File: src/rtl/cpu_mem_pkg.sv
// cpu_mem_pkg: shared types and constants for the unified-memory port arbiter.
//   arb_state_t : arbiter FSM state (IDLE, BUSY_I, BUSY_D)
//   GNT_I/GNT_D : bit positions of the fetch/data lanes in request/grant vectors
//   MEM_LAT_DEF : default memory access latency in cycles
package cpu_mem_pkg;

    typedef enum logic [1:0] {
        IDLE   = 2'd0,
        BUSY_I = 2'd1,
        BUSY_D = 2'd2
    } arb_state_t;

    localparam int GNT_I = 0;
    localparam int GNT_D = 1;

    localparam int MEM_LAT_DEF = 2;

endpackage

File: src/rtl/arb_rr2.sv
// arb_rr2: two-way round-robin arbiter with a last-grant pointer.
//   clk_i, rst_i : clock, asynchronous active-low reset
//   req_i        : requests, bit GNT_I = fetch, bit GNT_D = data
//   adv_i        : a grant is being taken this edge; pointer follows gnt_o
//   gnt_o        : one-hot grant (all zero when nothing requests)
module arb_rr2
    import cpu_mem_pkg::*;
(
    input  logic       clk_i,
    input  logic       rst_i,
    input  logic [1:0] req_i,
    input  logic       adv_i,
    output logic [1:0] gnt_o
);

    // 1 = data was granted last, 0 = fetch was granted last
    logic last_d_q;

    always_comb begin
        gnt_o = '0;
        unique case (req_i)
            2'b01:   gnt_o[GNT_I] = 1'b1;
            2'b10:   gnt_o[GNT_D] = 1'b1;
            2'b11: begin
                // tie: favour whoever did not win last time
                if (last_d_q) gnt_o[GNT_I] = 1'b1;
                else          gnt_o[GNT_D] = 1'b1;
            end
            default: gnt_o = '0;
        endcase
    end

    always_ff @(posedge clk_i or negedge rst_i) begin
        if (!rst_i)
            last_d_q <= 1'b0;
        else if (adv_i && (|req_i))
            last_d_q <= gnt_o[GNT_D];
    end

endmodule

File: src/rtl/mem_port_arbiter.sv
// mem_port_arbiter: shares one single-port memory between instruction fetch
// and the data-memory stage. One access at a time, round-robin on ties,
// fixed MEM_LAT access latency, one-cycle ack pulses and a pipeline stall.
//   clk_i, rst_i                  : clock, asynchronous active-low reset
//   if_req_i/if_addr_i            : fetch request and address
//   if_ack_o/if_rdata_o           : fetch completion pulse and instruction
//   dm_req_i/dm_we_i/dm_addr_i/dm_wdata_i : data request
//   dm_ack_o/dm_rdata_o           : data completion pulse and read data
//   stall_o                       : freeze while any request is unacknowledged
//   mem_en_o/mem_we_o/mem_addr_o/mem_wdata_o/mem_rdata_i : memory port
module mem_port_arbiter
    import cpu_mem_pkg::*;
#(
    parameter int ADDR_W  = 32,
    parameter int DATA_W  = 32,
    parameter int MEM_LAT = MEM_LAT_DEF
) (
    input  logic              clk_i,
    input  logic              rst_i,
    input  logic              if_req_i,
    input  logic [ADDR_W-1:0] if_addr_i,
    output logic              if_ack_o,
    output logic [DATA_W-1:0] if_rdata_o,
    input  logic              dm_req_i,
    input  logic              dm_we_i,
    input  logic [ADDR_W-1:0] dm_addr_i,
    input  logic [DATA_W-1:0] dm_wdata_i,
    output logic              dm_ack_o,
    output logic [DATA_W-1:0] dm_rdata_o,
    output logic              stall_o,
    output logic              mem_en_o,
    output logic              mem_we_o,
    output logic [ADDR_W-1:0] mem_addr_o,
    output logic [DATA_W-1:0] mem_wdata_o,
    input  logic [DATA_W-1:0] mem_rdata_i
);

    if (MEM_LAT < 1 || MEM_LAT > 15) begin : g_bad_lat
        $error("mem_port_arbiter: MEM_LAT must be in 1..15");
    end

    localparam int CNT_W = $clog2(MEM_LAT + 1);

    arb_state_t        state_q, state_d;
    logic [CNT_W-1:0]  cnt_q, cnt_d;
    logic              if_ack_q, if_ack_d, dm_ack_q, dm_ack_d;
    logic              mem_en_q, mem_en_d, mem_we_q, mem_we_d;
    logic [ADDR_W-1:0] mem_addr_q, mem_addr_d;
    logic [DATA_W-1:0] mem_wdata_q, mem_wdata_d;
    logic [DATA_W-1:0] if_rdata_q, if_rdata_d, dm_rdata_q, dm_rdata_d;

    logic       req_i_m, req_d_m, last_edge, grant;
    logic [1:0] arb_req, gnt;

    // A requester whose ack is showing this cycle is still holding req from
    // the finished access; it must not be granted again on the same request.
    assign req_i_m   = if_req_i & ~if_ack_q;
    assign req_d_m   = dm_req_i & ~dm_ack_q;
    assign last_edge = (state_q != IDLE) && (cnt_q == CNT_W'(1));

    // On the completing edge only the other requester may be handed the
    // port, which lets back-to-back I/D traffic run without an idle edge.
    always_comb begin
        arb_req = '0;
        unique case (state_q)
            IDLE: begin
                arb_req[GNT_I] = req_i_m;
                arb_req[GNT_D] = req_d_m;
            end
            BUSY_I:  arb_req[GNT_D] = req_d_m & last_edge;
            BUSY_D:  arb_req[GNT_I] = req_i_m & last_edge;
            default: arb_req = '0;
        endcase
    end

    assign grant = |arb_req;

    arb_rr2 u_rr (
        .clk_i (clk_i),
        .rst_i (rst_i),
        .req_i (arb_req),
        .adv_i (grant),
        .gnt_o (gnt)
    );

    // State register
    always_ff @(posedge clk_i or negedge rst_i) begin
        if (!rst_i) begin
            state_q     <= IDLE;
            cnt_q       <= '0;
            if_ack_q    <= 1'b0;
            dm_ack_q    <= 1'b0;
            mem_en_q    <= 1'b0;
            mem_we_q    <= 1'b0;
            mem_addr_q  <= '0;
            mem_wdata_q <= '0;
            if_rdata_q  <= '0;
            dm_rdata_q  <= '0;
        end else begin
            state_q     <= state_d;
            cnt_q       <= cnt_d;
            if_ack_q    <= if_ack_d;
            dm_ack_q    <= dm_ack_d;
            mem_en_q    <= mem_en_d;
            mem_we_q    <= mem_we_d;
            mem_addr_q  <= mem_addr_d;
            mem_wdata_q <= mem_wdata_d;
            if_rdata_q  <= if_rdata_d;
            dm_rdata_q  <= dm_rdata_d;
        end
    end

    // Next-state logic
    always_comb begin
        state_d = state_q;
        cnt_d   = cnt_q;
        if (gnt[GNT_I]) begin
            state_d = BUSY_I;
            cnt_d   = CNT_W'(MEM_LAT);
        end else if (gnt[GNT_D]) begin
            state_d = BUSY_D;
            cnt_d   = CNT_W'(MEM_LAT);
        end else if (state_q != IDLE) begin
            cnt_d = cnt_q - CNT_W'(1);
            if (last_edge) state_d = IDLE;
        end
    end

    // Output-register logic
    always_comb begin
        mem_en_d    = grant;
        mem_we_d    = mem_we_q;
        mem_addr_d  = mem_addr_q;
        mem_wdata_d = mem_wdata_q;
        if (gnt[GNT_I]) begin
            mem_we_d    = 1'b0;
            mem_addr_d  = if_addr_i;
            mem_wdata_d = '0;
        end else if (gnt[GNT_D]) begin
            mem_we_d    = dm_we_i;
            mem_addr_d  = dm_addr_i;
            mem_wdata_d = dm_wdata_i;
        end
        if_ack_d   = last_edge && (state_q == BUSY_I);
        dm_ack_d   = last_edge && (state_q == BUSY_D);
        // mem_we_q still describes the finishing access here, even when a
        // hand-off grant is loading the next one at the same edge.
        if_rdata_d = if_ack_d ? mem_rdata_i : if_rdata_q;
        dm_rdata_d = (dm_ack_d && !mem_we_q) ? mem_rdata_i : dm_rdata_q;
    end

    assign if_ack_o    = if_ack_q;
    assign dm_ack_o    = dm_ack_q;
    assign if_rdata_o  = if_rdata_q;
    assign dm_rdata_o  = dm_rdata_q;
    assign mem_en_o    = mem_en_q;
    assign mem_we_o    = mem_we_q;
    assign mem_addr_o  = mem_addr_q;
    assign mem_wdata_o = mem_wdata_q;
    // Held low in reset so every output reads 0 while rst_i is asserted.
    assign stall_o     = rst_i & (req_i_m | req_d_m);

endmodule

File: config.mk
export PLATFORM = sky130hd
export DESIGN_NAME = mem_port_arbiter
export DESIGN_NICKNAME = d
export VERILOG_FILES = /design/src/rtl/cpu_mem_pkg.sv /design/src/rtl/arb_rr2.sv /design/src/rtl/mem_port_arbiter.sv
export SDC_FILE = /design/constraint.sdc
export NUM_CORES = 1
export LEC_CHECK = 0
export BUFFER_PORTS_ARGS = -buffer_cell sky130_fd_sc_hd__buf_2
export CAP_MARGIN = 20
export CELL_PAD_IN_SITES_DETAIL_PLACEMENT = 0
export CELL_PAD_IN_SITES_GLOBAL_PLACEMENT = 1
export CORE_MARGIN = 2
export CORE_UTILIZATION = 38
export CTS_BUF_LIST = sky130_fd_sc_hd__clkbuf_8 sky130_fd_sc_hd__clkbuf_16
export CTS_CLUSTER_SIZE = 25
export DETAILED_ROUTE_END_ITERATION = 7
export PLACE_DENSITY_LB_ADDON = 0.1
export SETUP_SLACK_MARGIN = 0.2
export SLEW_MARGIN = 0
export SYNTH_ARGS = -nofsm -noshare
export SYNTH_HDL_FRONTEND = slang
export SYNTH_SLANG_ARGS = --single-unit
File: constraint.sdc
create_clock -name clk_i -period 5.6 [get_ports clk_i]
set_clock_uncertainty 0.05 [all_clocks]
set_input_delay 1.12 -clock clk_i [delete_from_list [all_inputs] [get_ports clk_i]]
set_output_delay 1.12 -clock clk_i [all_outputs]
set_load 0.02 [all_outputs]
==> impl_results.html <==
<table>
<tr><th>Metric</th><th>Value</th></tr>
<tr><th colspan="2">Global route</th></tr>
<tr><td>Wire length of the first global-routing pass</td><td>22,300 um</td></tr>
<tr><td>Gr usage total</td><td>19.4%</td></tr>
<tr><td>Via count of the first global-routing pass</td><td>4,243</td></tr>
<tr><td>Number of antenna violations at the first check in global routing</td><td>0</td></tr>
<tr><td>Overflow after GRT</td><td>0</td></tr>
<tr><td>Maximum number of pins on one net before global-route repair</td><td>54</td></tr>
<tr><th colspan="2">Yosys</th></tr>
<tr><td>Xor and xnor fraction of the mapped netlist area</td><td>0.160%</td></tr>
<tr><td>Post-synthesis area per instance</td><td>15.2 sq um</td></tr>
<tr><td>Number of storage elements in the synthesis netlist</td><td>137</td></tr>
<tr><td>Synthesized netlist net count</td><td>495</td></tr>
<tr><td>Number of distinct library cells after synthesis</td><td>32</td></tr>
<tr><td>Synth Area in Compound Gates</td><td>12.7%</td></tr>
<tr><td>Number of warnings issued by yosys</td><td>0</td></tr>
<tr><td>Adder-cell area share of the yosys netlist</td><td>0.229%</td></tr>
<tr><td>Simple-gate portion of the synthesized area</td><td>7.89%</td></tr>
<tr><td>Register area share after synthesis</td><td>62.7%</td></tr>
<tr><td>Synth Instances</td><td>361</td></tr>
<tr><td>Post-synth design cell area</td><td>0.00547 sq mm</td></tr>
<tr><td>Combinational family with the most area after synthesis</td><td>multiplexers</td></tr>
<tr><td>Share of synthesized area spent on multiplexers</td><td>13.2%</td></tr>
<tr><th colspan="2">CTS</th></tr>
<tr><td>Clock tree from TritonCTS</td><td>built</td></tr>
<tr><td>Source-to-sink clock delay at the later pin of the worst-skew pair</td><td>410 ps</td></tr>
<tr><td>H-Tree Depth</td><td>4</td></tr>
<tr><td>Clk buf depth</td><td>2</td></tr>
<tr><td>CTS root buf</td><td>sky130_fd_sc_hd__clkbuf_16</td></tr>
<tr><td>Post-CTS Setup Repair Bufs</td><td>0</td></tr>
<tr><td>TritonCTS buffer count</td><td>17</td></tr>
<tr><td>Post_cts resized</td><td>0</td></tr>
<tr><td>Clock slew seen by the registers of the worst setup and hold paths</td><td>60 ps</td></tr>
<tr><td>Number of hold buffers added after CTS</td><td>0</td></tr>
<tr><td>Clock Sinks</td><td>137</td></tr>
<tr><th colspan="2">Floorplan</th></tr>
<tr><td>Y dimension of the die</td><td>124 um</td></tr>
<tr><td>Die Area</td><td>0.0154 sq mm</td></tr>
<tr><td>Site row count</td><td>43</td></tr>
<tr><td>Standard cell core area</td><td>0.0140 sq mm</td></tr>
<tr><td>I/O Pins</td><td>266</td></tr>
<tr><td>DIE WIDTH</td><td>124 um</td></tr>
<tr><td>Starting Density</td><td>39.1%</td></tr>
<tr><th colspan="2">Detailed routing</th></tr>
<tr><td>Number of vias after detailed routing</td><td>4,250</td></tr>
<tr><td>Detailed Route WL</td><td>15,000 um</td></tr>
<tr><td>Final routed DRC violation total</td><td>0</td></tr>
<tr><td>Routed wire per std cell</td><td>18.4 um</td></tr>
<tr><td>Number of nets with antenna violations after detailed routing</td><td>0</td></tr>
<tr><td>Drt pass-1 iters</td><td>4</td></tr>
<tr><td>Vias/cell</td><td>5.21</td></tr>
<tr><td>Iter 0 DRT Violations</td><td>218</td></tr>
<tr><th colspan="2">Power and ir drop</th></tr>
<tr><td>Power per Cell Area</td><td>643 mW/mm^2</td></tr>
<tr><td>Tot Pwr</td><td>4.89 mW</td></tr>
<tr><td>Maximum ir drop on the vdd rail</td><td>0.244 mV</td></tr>
<tr><td>Total leakage power</td><td>3.71 nW</td></tr>
<tr><th colspan="2">Critical path</th></tr>
<tr><td>Library cell contributing the largest single delay on the critical path</td><td>sky130_fd_sc_hd__buf_6</td></tr>
<tr><td>Required time at the endpoint of the critical path</td><td>4430 ps</td></tr>
<tr><td>Arrival @ worst endpoint</td><td>1920 ps</td></tr>
<tr><td>Crit start category</td><td>input pin</td></tr>
<tr><td>Critical-path cell list</td><td>buf_6, a21boi_0, buf_2</td></tr>
<tr><td>Critical-path maximum fanout</td><td>46</td></tr>
<tr><td>Critical path type</td><td>in2out</td></tr>
<tr><td>Category of the worst setup path capture point</td><td>output port</td></tr>
<tr><td>Maximum cell stage delay along the critical path</td><td>330 ps</td></tr>
<tr><td>Worst Path Buf+Inv</td><td>2</td></tr>
<tr><td>Kind of cell with the highest combined delay on the critical path</td><td>buffers and inverters</td></tr>
<tr><th colspan="2">Layout</th></tr>
<tr><td>Fraction of layout instances using a drive strength above 1</td><td>58.2%</td></tr>
<tr><td>Antenna diodes</td><td>0</td></tr>
<tr><td>Layout Area Growth over Synthesis</td><td>38.8%</td></tr>
<tr><td>Nets</td><td>757</td></tr>
<tr><th colspan="2">Placement</th></tr>
<tr><td>Port Buf Inserts</td><td>265</td></tr>
<tr><td>Placer congestion estimate</td><td>0.768</td></tr>
<tr><td>Detailed Place HPWL</td><td>10,500 um</td></tr>
<tr><th colspan="2">STA</th></tr>
<tr><td>Setup tns final</td><td>0 ps</td></tr>
<tr><td>Final setup violating endpoints</td><td>0</td></tr>
<tr><td>Tcrit/Tclk final</td><td>55.2%</td></tr>
<tr><td>Setup repair after global routing missed its margin</td><td>false</td></tr>
<tr><td>Fmax</td><td>0.324 GHz</td></tr>
<tr><td>Transition time at the pin with the least slew margin</td><td>919 ps</td></tr>
<tr><td>Final hold vios</td><td>0</td></tr>
<tr><td>Slew Limit Fails</td><td>0</td></tr>
<tr><td>Tmin final</td><td>3090 ps</td></tr>
<tr><td>Max-slew headroom</td><td>38.7%</td></tr>
<tr><th colspan="2">Job</th></tr>
<tr><td>Number of violations of the max-capacitance limit</td><td>0</td></tr>
<tr><th colspan="2">Worst hold path</th></tr>
<tr><td>Class of the tightest hold or removal check</td><td>reg2reg</td></tr>
<tr><th colspan="2">Status</th></tr>
<tr><td>Run status</td><td>completed</td></tr>
</table>
## power by group
part           internal (mW)  switching, mW
registers               1.45          0.253
logic                  0.851           1.22
clock network          0.725          0.392
total                   3.02           1.86
## per-layer routing
layer / vias to the layer above / global-route usage (%) / wire length (um)
li1: 1922 / - / -
met2: 201 / 30.6 / 7190
met3: 25 / 6.50 / 1490
met5: - / 0 / 0
met1: 2102 / 24.6 / 6020
met4: 0 / 8.36 / 316
## stage by stage
stage	cell area (sq um)	instances	hold slack, ps	worst slack, ps	util, %
after CTS	7540	814	433	2470	53.9
after global routing	7590	816	452	2390	54.3
after global placement	6940	782	414	2310	49.6
final	7590	816	431	2510	54.3
after floorplan	5470	361	414	2710	-
after detailed placement	6940	782	420	2240	49.6
## layout by cell type, fill, tap and decap left out, types with 2 or more instances in the layout
cell                        instances
sky130_fd_sc_hd__nand3_1            2
sky130_fd_sc_hd__a21oi_1            2
sky130_fd_sc_hd__bufinv_16          3
sky130_fd_sc_hd__nand2_1            4
sky130_fd_sc_hd__a22o_1            33
sky130_fd_sc_hd__inv_1              6
sky130_fd_sc_hd__nand4b_1          32
sky130_fd_sc_hd__clkinv_2           4
sky130_fd_sc_hd__nor2_1             3
sky130_fd_sc_hd__o221a_1           29
sky130_fd_sc_hd__buf_4              7
sky130_fd_sc_hd__mux2_1             5
sky130_fd_sc_hd__mux2_2            59
sky130_fd_sc_hd__dfrtp_1          137
sky130_fd_sc_hd__nand2b_1           4
sky130_fd_sc_hd__o221a_2            3
sky130_fd_sc_hd__buf_16             2
sky130_fd_sc_hd__buf_2            264
sky130_fd_sc_hd__clkbuf_8           3
sky130_fd_sc_hd__clkbuf_16         17
## cell families (layout without fill, tap and decap cells)
group | Yosys count | after routing
adders and majority gates | 1 | 1
muxes | 64 | 64
xor gates and xnor gates | 1 | 1
and+or+nand+nor | 54 | 54
buffers and inverters | 34 | 309
AOI/OAI and AO/OA | 70 | 70
DFF | 137 | 137
## final timing paths
path	startpoint	end	slack [ps]	depth (start not counted)
worst max-delay path	rst_i	stall_o	2510	3
max in group asynchronous	rst_i	dm_rdata_o[4]	3860	2
worst max register to register	cnt_q[0]	mem_addr_o[2]	2790	5
worst min-delay path	dm_rdata_o[2]	dm_rdata_o[2]	430	1
min in group asynchronous	rst_i	dm_rdata_o[9]	570	1
worst min register to register	dm_rdata_o[2]	dm_rdata_o[2]	430	1
## state kept, by name, summed over array words and instances, names as in the netlist, 2 cells and up
signal and cells:
if_rdata_o 32, cnt_q 2, mem_addr_o 32, dm_rdata_o 32
mem_wdata_o 32, state_q 2
## cell usage after synthesis
master                     instances  area (sq um)
sky130_fd_sc_hd__and4bb_4          1          16.3
sky130_fd_sc_hd__o21ai_0           1          5.00
sky130_fd_sc_hd__dfrtp_1         137          3430
sky130_fd_sc_hd__inv_2             1          3.75
sky130_fd_sc_hd__nand4b_1         32           280
sky130_fd_sc_hd__buf_2            15          75.1
sky130_fd_sc_hd__mux2_2           59           664
sky130_fd_sc_hd__o221a_2           3          33.8
sky130_fd_sc_hd__nor2_1            3          11.3
sky130_fd_sc_hd__buf_6             4          45.0
sky130_fd_sc_hd__mux2_1            5          56.3
sky130_fd_sc_hd__clkbuf_1         10          37.5
sky130_fd_sc_hd__a22o_1           33           289
sky130_fd_sc_hd__a21oi_1           2          10.0
sky130_fd_sc_hd__nand3b_1          1          7.51
sky130_fd_sc_hd__nor3b_1           1          7.51
sky130_fd_sc_hd__nor3_2            1          10.0
sky130_fd_sc_hd__nand2b_1          4          25.0
sky130_fd_sc_hd__or4b_1            1          10.0
sky130_fd_sc_hd__nor2b_1           1          6.26
sky130_fd_sc_hd__buf_1             2          7.51
sky130_fd_sc_hd__inv_1             2          7.51
sky130_fd_sc_hd__ha_1              1          12.5
sky130_fd_sc_hd__or4_1             1          7.51
sky130_fd_sc_hd__nand3_1           2          10.0
sky130_fd_sc_hd__xor2_1            1          8.76
sky130_fd_sc_hd__nor3b_2           1          12.5
sky130_fd_sc_hd__a21boi_0          1          7.51
sky130_fd_sc_hd__o221a_1          29           327
sky130_fd_sc_hd__nor4_2            1          12.5
sky130_fd_sc_hd__nand2_1           4          15.0
sky130_fd_sc_hd__a22oi_4           1          21.3
## final cells by class
type | count | area, sq um
clock buffers | 20 | 467
clock inverters | 12 | 133
fillers | 1215 | 6400
inverters | 3 | 11.3
multi-input cells | 190 | 1890
flip-flops and latches | 137 | 3430
well taps | 180 | 225
repair buffers | 274 | 1440
(Power assumes the default switching activity.)
